File: src/rtl/conv_window_gen_pkg.sv
// Shared types and helpers for the sliding KxK convolution window generator.
package conv_window_gen_pkg;

  typedef enum logic [1:0] {
    StIdle   = 2'd0,
    StFill   = 2'd1,
    StStream = 2'd2
  } state_e;

  // Flat element index of window position (r,c) inside the packed o_window bus.
  function automatic int unsigned win_idx(input int unsigned r, input int unsigned c,
                                          input int unsigned k);
    return r * k + c;
  endfunction

endpackage

File: src/rtl/variable_shift_reg.sv
// Signed shift register of SIZE words; output is the word shifted in SIZE enables ago.
module variable_shift_reg #(
  parameter int unsigned WIDTH = 8,
  parameter int unsigned SIZE  = 28
) (
  input  logic                    clk,
  input  logic                    rst_n,
  input  logic                    ce,
  input  logic                    rst,
  input  logic signed [WIDTH-1:0] data_i,
  output logic signed [WIDTH-1:0] data_o
);

  logic signed [WIDTH-1:0] sr_q [SIZE];

  always_ff @(posedge clk or negedge rst_n) begin
    if (!rst_n) begin
      for (int i = 0; i < int'(SIZE); i++) sr_q[i] <= '0;
    end else if (rst) begin
      for (int i = 0; i < int'(SIZE); i++) sr_q[i] <= '0;
    end else if (ce) begin
      sr_q[0] <= data_i;
      for (int i = 1; i < int'(SIZE); i++) sr_q[i] <= sr_q[i-1];
    end
  end

  assign data_o = sr_q[SIZE-1];

endmodule

File: src/rtl/conv_window_gen.sv
// Streams a row-major image and presents every complete KxK neighbourhood as a packed window.
module conv_window_gen
  import conv_window_gen_pkg::*;
#(
  parameter int unsigned WIDTH = 8,
  parameter int unsigned IMG_W = 28,
  parameter int unsigned IMG_H = 28,
  parameter int unsigned K     = 5
) (
  input  logic                      clk,
  input  logic                      global_rst_n,
  input  logic                      i_clear,
  input  logic                      i_valid,
  input  logic signed [WIDTH-1:0]   i_data,
  output logic [K*K*WIDTH-1:0]      o_window,
  output logic                      o_valid,
  output logic                      o_frame_done,
  output logic                      o_busy
);

  localparam int unsigned ColW = $clog2(IMG_W);
  localparam int unsigned RowW = $clog2(IMG_H);

  logic                    accept;
  logic                    col_last, row_last, in_window;
  logic [ColW-1:0]         col_q, col_d;
  logic [RowW-1:0]         row_q, row_d;
  state_e                  state_q, state_d;
  logic                    valid_q, valid_d;
  logic                    done_q, done_d;
  logic signed [WIDTH-1:0] win_q [K][K];
  logic signed [WIDTH-1:0] win_d [K][K];
  logic signed [WIDTH-1:0] lb_out [K-1];

  // A clear in the same cycle discards the presented pixel.
  assign accept    = i_valid & ~i_clear;
  assign col_last  = (col_q == ColW'(IMG_W - 1));
  assign row_last  = (row_q == RowW'(IMG_H - 1));
  assign in_window = (row_q >= RowW'(K - 1)) && (col_q >= ColW'(K - 1));

  for (genvar j = 0; j < int'(K) - 1; j++) begin : g_lb
    logic signed [WIDTH-1:0] lb_in;
    if (j == 0) begin : g_first
      assign lb_in = i_data;
    end else begin : g_chain
      assign lb_in = lb_out[j-1];
    end
    variable_shift_reg #(
      .WIDTH (WIDTH),
      .SIZE  (IMG_W)
    ) u_lb (
      .clk    (clk),
      .rst_n  (global_rst_n),
      .ce     (accept),
      .rst    (i_clear),
      .data_i (lb_in),
      .data_o (lb_out[j])
    );
  end

  always_comb begin
    col_d   = col_q;
    row_d   = row_q;
    state_d = state_q;
    valid_d = 1'b0;
    done_d  = 1'b0;
    win_d   = win_q;

    if (accept) begin
      valid_d = in_window;
      done_d  = row_last && col_last;
      if (col_last) begin
        col_d = '0;
        row_d = row_last ? '0 : row_q + RowW'(1);
      end else begin
        col_d = col_q + ColW'(1);
      end

      for (int r = 0; r < int'(K); r++) begin
        for (int c = 0; c < int'(K) - 1; c++) win_d[r][c] = win_q[r][c+1];
      end
      win_d[K-1][K-1] = i_data;
      // Line buffer j delays by j+1 rows, feeding progressively older window rows.
      for (int j = 0; j < int'(K) - 1; j++) win_d[int'(K)-2-j][K-1] = lb_out[j];
    end

    unique case (state_q)
      StIdle:   if (accept) state_d = StFill;
      StFill:   if (accept && col_last && (row_q == RowW'(K - 2))) state_d = StStream;
      StStream: if (accept && col_last && row_last) state_d = StIdle;
      default:  state_d = StIdle;
    endcase

    if (i_clear) begin
      col_d   = '0;
      row_d   = '0;
      state_d = StIdle;
      valid_d = 1'b0;
      done_d  = 1'b0;
      for (int r = 0; r < int'(K); r++) begin
        for (int c = 0; c < int'(K); c++) win_d[r][c] = '0;
      end
    end
  end

  always_ff @(posedge clk or negedge global_rst_n) begin
    if (!global_rst_n) begin
      col_q   <= '0;
      row_q   <= '0;
      state_q <= StIdle;
      valid_q <= 1'b0;
      done_q  <= 1'b0;
      for (int r = 0; r < int'(K); r++) begin
        for (int c = 0; c < int'(K); c++) win_q[r][c] <= '0;
      end
    end else begin
      col_q   <= col_d;
      row_q   <= row_d;
      state_q <= state_d;
      valid_q <= valid_d;
      done_q  <= done_d;
      win_q   <= win_d;
    end
  end

  for (genvar r = 0; r < int'(K); r++) begin : g_row
    for (genvar c = 0; c < int'(K); c++) begin : g_col
      assign o_window[win_idx(r, c, K)*WIDTH +: WIDTH] = win_q[r][c];
    end
  end

  assign o_valid      = valid_q;
  assign o_frame_done = done_q;
  assign o_busy       = (state_q != StIdle);

endmodule

File: config.mk
export PLATFORM = sky130hd
export DESIGN_NAME = conv_window_gen
export DESIGN_NICKNAME = d
export VERILOG_FILES = /design/src/rtl/conv_window_gen_pkg.sv /design/src/rtl/variable_shift_reg.sv /design/src/rtl/conv_window_gen.sv
export SDC_FILE = /design/constraint.sdc
export NUM_CORES = 1
export LEC_CHECK = 0
export BUFFER_PORTS_ARGS = -buffer_cell sky130_fd_sc_hd__buf_2
export CAP_MARGIN = 15
export CORE_UTILIZATION = 40
export DETAILED_ROUTE_END_ITERATION = 8
export GPL_TIMING_DRIVEN = 0
export PLACE_DENSITY = 0.66
export SLEW_MARGIN = 20
export SYNTH_ARGS = -nofsm -noshare
export SYNTH_HDL_FRONTEND = slang
export SYNTH_SLANG_ARGS = --single-unit
File: constraint.sdc
create_clock -name clk -period 2.1 [get_ports clk]
set_input_delay 0.42 -clock clk [delete_from_list [all_inputs] [get_ports clk]]
set_output_delay 0.42 -clock clk [all_outputs]
set_load 0.1 [all_outputs]
==> results of run 1 <==
==> cells in the mapped netlist (all sizes together) <==
master,instances,area share (%)
nand3b,1,0.019
ha,4,0.13
dfrtp,950,60
a311oi,1,0.022
a21oi,8,0.10
clkbuf,97,0.92
o311a,1,0.025
and2,1,0.016
and3b,1,0.022
or3,1,0.016
a41o,1,0.025
or2,1,0.016
nor4b,1,0.022
nand2,5,0.048
and3,1,0.016
inv,6,0.057
nor3,3,0.038
o32ai,1,0.022
a211oi,1,0.019
or4,1,0.019
or3b,2,0.044
a31o,1,0.022
nand4,2,0.032
o21ai,4,0.051
nor2,939,8.9
buf,275,5.1
nand4b,2,0.044
mux2i,936,24
nand3,7,0.089
nand2b,3,0.048
a31oi,2,0.032
==> worst reg2reg max path, stage by stage, from the launching register on <==
cell	delay, ps
dfrtp_1	380
ha_1	220
nand4b_1	240
o311a_1	410
a41o_1	200
==> per-layer routing <==
metal | global-route usage (%) | part of all wire [%] | vias to the layer above
met5 | 0 | 0 | -
met4 | 4.13 | 1.8 | 0
met3 | 3.45 | 4.2 | 110
met2 | 25.9 | 46 | 341
met1 | 24.1 | 48 | 11800
li1 | - | - | 11300
==> worst min path at each step <==
| stage | start | slack, ps | end | cells after the start |
|---|---|---|---|---|
| CTS | global_rst_n | 190 | o_window[1]$_DFFE_PN0P_ | 2 |
| detailed placement | global_rst_n | 290 | o_window[1]$_DFFE_PN0P_ | 1 |
| finish | global_rst_n | 220 | o_window[1]$_DFFE_PN0P_ | 2 |
| global placement | g_lb[3].u_lb.sr_q[115]$_DFFE_PN0P_ | 500 | g_lb[3].u_lb.sr_q[107]$_DFFE_PN0P_ | 2 |
| global route | global_rst_n | 210 | o_window[1]$_DFFE_PN0P_ | 2 |
| floorplan | global_rst_n | 120 | col_q[0]$_DFFE_PN0P_ | 0 |
==> stage by stage <==
stage / hold slack [ps] / worst slack, ps / TNS (ps) / std cells / utilization (%)
floorplan: 124 / 688 / 0 / 3259 / -
global route: 208 / 0.504 / 0 / 4953 / 47.4
global placement: 498 / -20120 / - / 4748 / 43.3
finish: 216 / 43.5 / 0 / 4954 / 47.4
detailed placement: 293 / -556 / -22650 / 4755 / 43.5
CTS: 192 / 2.49 / 0 / 4952 / 47.3
==> what timing repair did <==
item                                    in CTS  in global routing
buffers inserted                             0                  1
gates cloned                                 0                  0
endpoints found under the setup margin      37                 17
resized for setup                           47                 16
endpoints found under the hold margin       43                  0
hold buffers                                 9                  0
==> cell families after synthesis <==
group	after synthesis	synth area share [%]
and+or+nand+nor	971	9.43
DFF	950	60.3
muxes	936	23.8
buffers and inverters	378	6.04
AOI/OAI and AO/OA	20	0.321
adders and majority gates	4	0.127
==> area by class of cell <==
type | instances | area [µm²]
fillers | 8750 | 51100
flip-flops and latches | 950 | 23800
multi-input cells | 1931 | 13300
clock buffers | 145 | 2960
plain buffers | 372 | 2360
well taps | 1276 | 1600
repair buffers | 230 | 1500
clock inverters | 43 | 531
inverters | 6 | 22.5
diodes | 1 | 2.50
==> report_power, final <==
part	internal (W)	total, W	switching (W)
clock network	0.0110	0.0184	0.00748
registers	0.0183	0.0184	0.0000220
logic	0.000593	0.00200	0.00140
==> sequential cells by signal, summed over array words and instances (netlist names) <==
register,count
g_lb.u_lb.data_o,32
o_valid,1
o_window,192
g_lb.u_lb.sr_q,712
col_q,5
row_q,5
o_frame_done,1
state_q,2
==> flow_summary.yaml, run 1 <==
run_status:
  outcome: "complete, no violations"
setup_path:
  path_depth: 2
  critPathMaxFanout: 4
  worst_ep_arrival_time_ps: 1640
  critPathRequiredTime_ps: 1680
  cpPeakStageDelay_ps: 530
  crit_family: "flip-flops"
  r2r-end: "state_q[1]$_DFFE_PN0P_"
  path_class: "register to output pin"
  cp-end-kind: "output pin"
  rr_worst_depth: 4
  r2r_slack_ps: 530
  setup.worst_path.end: "o_window[129]"
  startpoint_type: "register"
  crit_buf_inv: 2
  cp_slowest_cell: "dfrtp_2"
  path_cells: "buf_4, buf_4"
  cpMostUsedCell: "buf_4"
  startpoint: "o_window[129]$_DFFE_PN0P_"
  r2r_start: "row_q[0]$_DFFE_PN0P_"
hold_path:
  hold_path.class: "input pin to async pin"
route:
  drcViolationCount: 0
  via_per_inst: 4.76
  first_pass_iters: 4
  ant_nets: 0
  wl_per_cell_um: 16.6
  route.vias.total: 23600
  drt-total-wl_mm: 82.0
  first_iter_violations: 1333
timing:
  relSlewSlack_pct: 33.2
  period_share_pct: 97.9
  rsz0062_at_grt: "false"
  worstMarginPinSlew_ps: 1000
  fin_skew_ps: 18.8
  slew_viol_final: 0
  setup_violations: 0
  max_freq_mhz: 486
  finalCriticalPeriod_ps: 2060
  final-hold-violation-count: 0
placed_design:
  io_buffers: 213
  globalplace.congestion: 0.776
  dpl-instance-area_um2: 42300
  hpwl_mm: 56.0
power:
  p_per_area_nw_per_um2: 843
  peakVddDrop_v: 0.000571
  finalPower_w: 0.0388
  power.leakage_nw: 24.7
global_route:
  overflow: 0
  grt_pass1_vias: 24200
  grt_pass1_wl_mm: 134
  grtUsageTotal_pct: 16.8
  grt_max_degree: 137
  antenna_found_initial: 0
clock_tree:
  numCtsBuffers: 101
  ctsRootBufferMaster: "clkbuf_16"
  cts_sinks: 950
  cts_buffer_depth: 3
  tritoncts: "yes"
  insertion_delay_ps: 670
  htreeDepth: 3
  clk_pin_slew_ps: 60
synth:
  syn_nets: 3275
  synth_area_um2: 39400
  synth-seq-cells: 950
  syn_area_per_cell_um2: 12.1
  ys_warn_count: 0
  ys_types: 33
  ys_seq_area_share_pct: 60.3
  synthCells: 3259
final_layout:
  nNetsFinal: 3608
  syn_to_final_growth_pct: 16.8
  postLayoutCellArea_um2: 46000
  drive_gt1_share_pct: 18.4
  layout_common_cells: "939 x nor2_1, 939 x dfrtp_1, 936 x mux2i_1, 284 x buf_4, 188 x buf_2"
flow_run:
  max_cap_violations: 0
die:
  die_area_um2: 99800
  placementRows: 114
  io_pins: 215
  core-area_um2: 97100
  fp.dieW_um: 316
  initial_utilization_pct: 40.6
  die_h_um: 316
Note: power is estimated with default switching activity, not from simulation.
==> run 2, diff against run 1 <==
--- a/config.mk
+++ b/config.mk
@@ -11,6 +11,7 @@
 export DETAILED_ROUTE_END_ITERATION = 8
 export GPL_TIMING_DRIVEN = 0
 export PLACE_DENSITY = 0.66
+export RECOVER_POWER = 50
 export SLEW_MARGIN = 20
 export SYNTH_ARGS = -nofsm -noshare
 export SYNTH_HDL_FRONTEND = slang
==> run 2 against run 1 <==
Clock skew barely moved. Register-to-register slack barely moved. Die area did not move. Sequential share of layout area rose by 0.22 points. Non-clock buffer count did not move. Count of clock-buffer cells in the layout did not move. First-iteration DRC count rose by 5.9%. Utilization fell by 0.20 points. Sequential power barely moved. Routed wire length barely moved. Total power barely moved. Global-route usage did not move.
==> flow_summary.yaml, run 2 (same netlist as run 1, synthesis figures left out) <==
timing:
  slew_viol_final: 0
  rsz0062_at_grt: "false"
  setup_violations: 0
  finalCriticalPeriod_ps: 2080
  worstMarginPinSlew_ps: 1120
  final-hold-violation-count: 0
  setup_slack_ps: 19.0
  relSlewSlack_pct: 25.3
  fin_skew_ps: 18.4
  max_freq_mhz: 481
  period_share_pct: 99.1
  setup_tns_ps: 0
global_route:
  antenna_found_initial: 0
  grtUsageTotal_pct: 16.8
  grt_pass1_wl_mm: 134
  grt_pass1_vias: 24200
  grt_max_degree: 137
  overflow: 0
setup_path:
  startpoint_type: "input pin"
  worst_ep_arrival_time_ps: 2590
  cp-end-kind: "register"
  r2r_start: "row_q[0]$_DFFE_PN0P_"
  r2r-end: "state_q[1]$_DFFE_PN0P_"
  critPathMaxFanout: 10
  path_class: "input pin to register"
  r2r_slack_ps: 530
  rr_worst_depth: 4
  critPathRequiredTime_ps: 2610
placed_design:
  placedCellCount: 4755
  hpwl_mm: 56.0
  dp_worst_setup_slack_ps: -556
  io_buffers: 213
  globalplace.congestion: 0.776
  dpl-instance-area_um2: 42300
hold_path:
  hold_path.class: "input pin to async pin"
die:
  io_pins: 215
  initial_utilization_pct: 40.6
  die_area_um2: 99800
  core-area_um2: 97100
  die_h_um: 316
  placementRows: 114
  fp.dieW_um: 316
final_layout:
  syn_to_final_growth_pct: 16.3
  multiInputGateArea_um2: 13300
  nNetsFinal: 3608
  fillers: 8793
  antenna_cells: 0
  drive_gt1_share_pct: 18.1
  final_cells: 4953
  postLayoutCellArea_um2: 45800
  regMostFlops: "g_lb.u_lb.sr_q"
  largest_register_ffs: 712
  regArea_um2: 23800
  layout_common_cells: "939 x nor2_1, 939 x dfrtp_1, 936 x mux2i_1, 213 x buf_4, 182 x buf_2"
route:
  highest_layer: "met4"
  wl_met3_mm: 3.39
  first_iter_violations: 1412
  first_pass_iters: 5
  via_per_inst: 4.76
  wl_per_cell_um: 16.5
  ant_nets: 0
  route.vias.total: 23600
  drcViolationCount: 0
  met2RoutedLength_mm: 37.2
  wl_met1_mm: 39.8
  drt-total-wl_mm: 81.9
power:
  power.leakage_nw: 24.6
  peakVddDrop_v: 0.000572
  p_per_area_nw_per_um2: 846
clock_tree:
  ctsRootBufferMaster: "clkbuf_16"
  htreeDepth: 3
  cts_buffer_depth: 3
  numCtsBuffers: 101
  tritoncts: "yes"
  cts_sinks: 950
  insertion_delay_ps: 670
  clk_pin_slew_ps: 60
run_status:
  outcome: "complete, no violations"
flow_run:
  max_cap_violations: 0
==> run 2: stage by stage <==
stage	power [W]	hold WS, ps	util, %
2_1_floorplan	0.0199	124	-
4_1_cts	0.0393	192	47.3
3_5_place_dp	0.0207	293	43.5
3_3_place_gp	0.0207	498	43.3
5_1_grt	0.0401	208	47.2
6_report	0.0388	216	47.2
==> run 2: layout make-up <==
| type | instances | share of cell area (%) |
|---|---|---|
| Clock inverter | 43 | 1.16 |
| Inverter | 6 | 0.0491 |
| Buffer | 372 | 4.72 |
| Sequential cell | 950 | 51.9 |
| Tap cell | 1276 | 3.48 |
| Multi-Input combinational cell | 1931 | 28.9 |
| Timing Repair Buffer | 230 | 3.28 |
| Clock buffer | 145 | 6.47 |
==> run 2: worst max-delay path: stages <==
cell and delay [ps]:
buf_2 100, clkbuf_1 830, buf_2 420, clkbuf_2 490, mux2i_1 260, nor2_1 60
==> run 2: how the worst max path moves through the flow <==
stage | startpoint | end | slack [ps] | cells after the start
6_report | i_valid | o_window[45]$_DFFE_PN0P_ | 20 | 6
5_1_grt | global_rst_n | o_window[129]$_DFFE_PN0P_ | 0.5 | 4
4_1_cts | o_window[128]$_DFFE_PN0P_ | o_window[128] | 2 | 2
3_5_place_dp | i_clear | o_window[4]$_DFFE_PN0P_ | -560 | 5
3_3_place_gp | global_rst_n | g_lb[2].u_lb.sr_q[143]$_DFFE_PN0P_ | -20120 | 1
2_1_floorplan | row_q[0]$_DFFE_PN0P_ | state_q[1]$_DFFE_PN0P_ | 690 | 4
==> run 2: where the power goes <==
part           internal [W]  switching (W)
clock network        0.0110        0.00749
logic              0.000561        0.00140
registers            0.0183      0.0000219
total                0.0299        0.00891
==> run 2: what timing repair did <==
item,4_1_cts,5_1_grt
resized for setup,47,16
cloned,0,0
hold endpoints to repair,43,0
endpoints found under the setup margin,37,17
buffers inserted,0,1
hold buffers,9,0
==> run 2: per-layer routing <==
metal,GRT usage [%],vias up
met5,0,-
met1,24.1,11700
met3,3.45,113
met4,4.13,0
li1,-,11400
met2,25.9,340
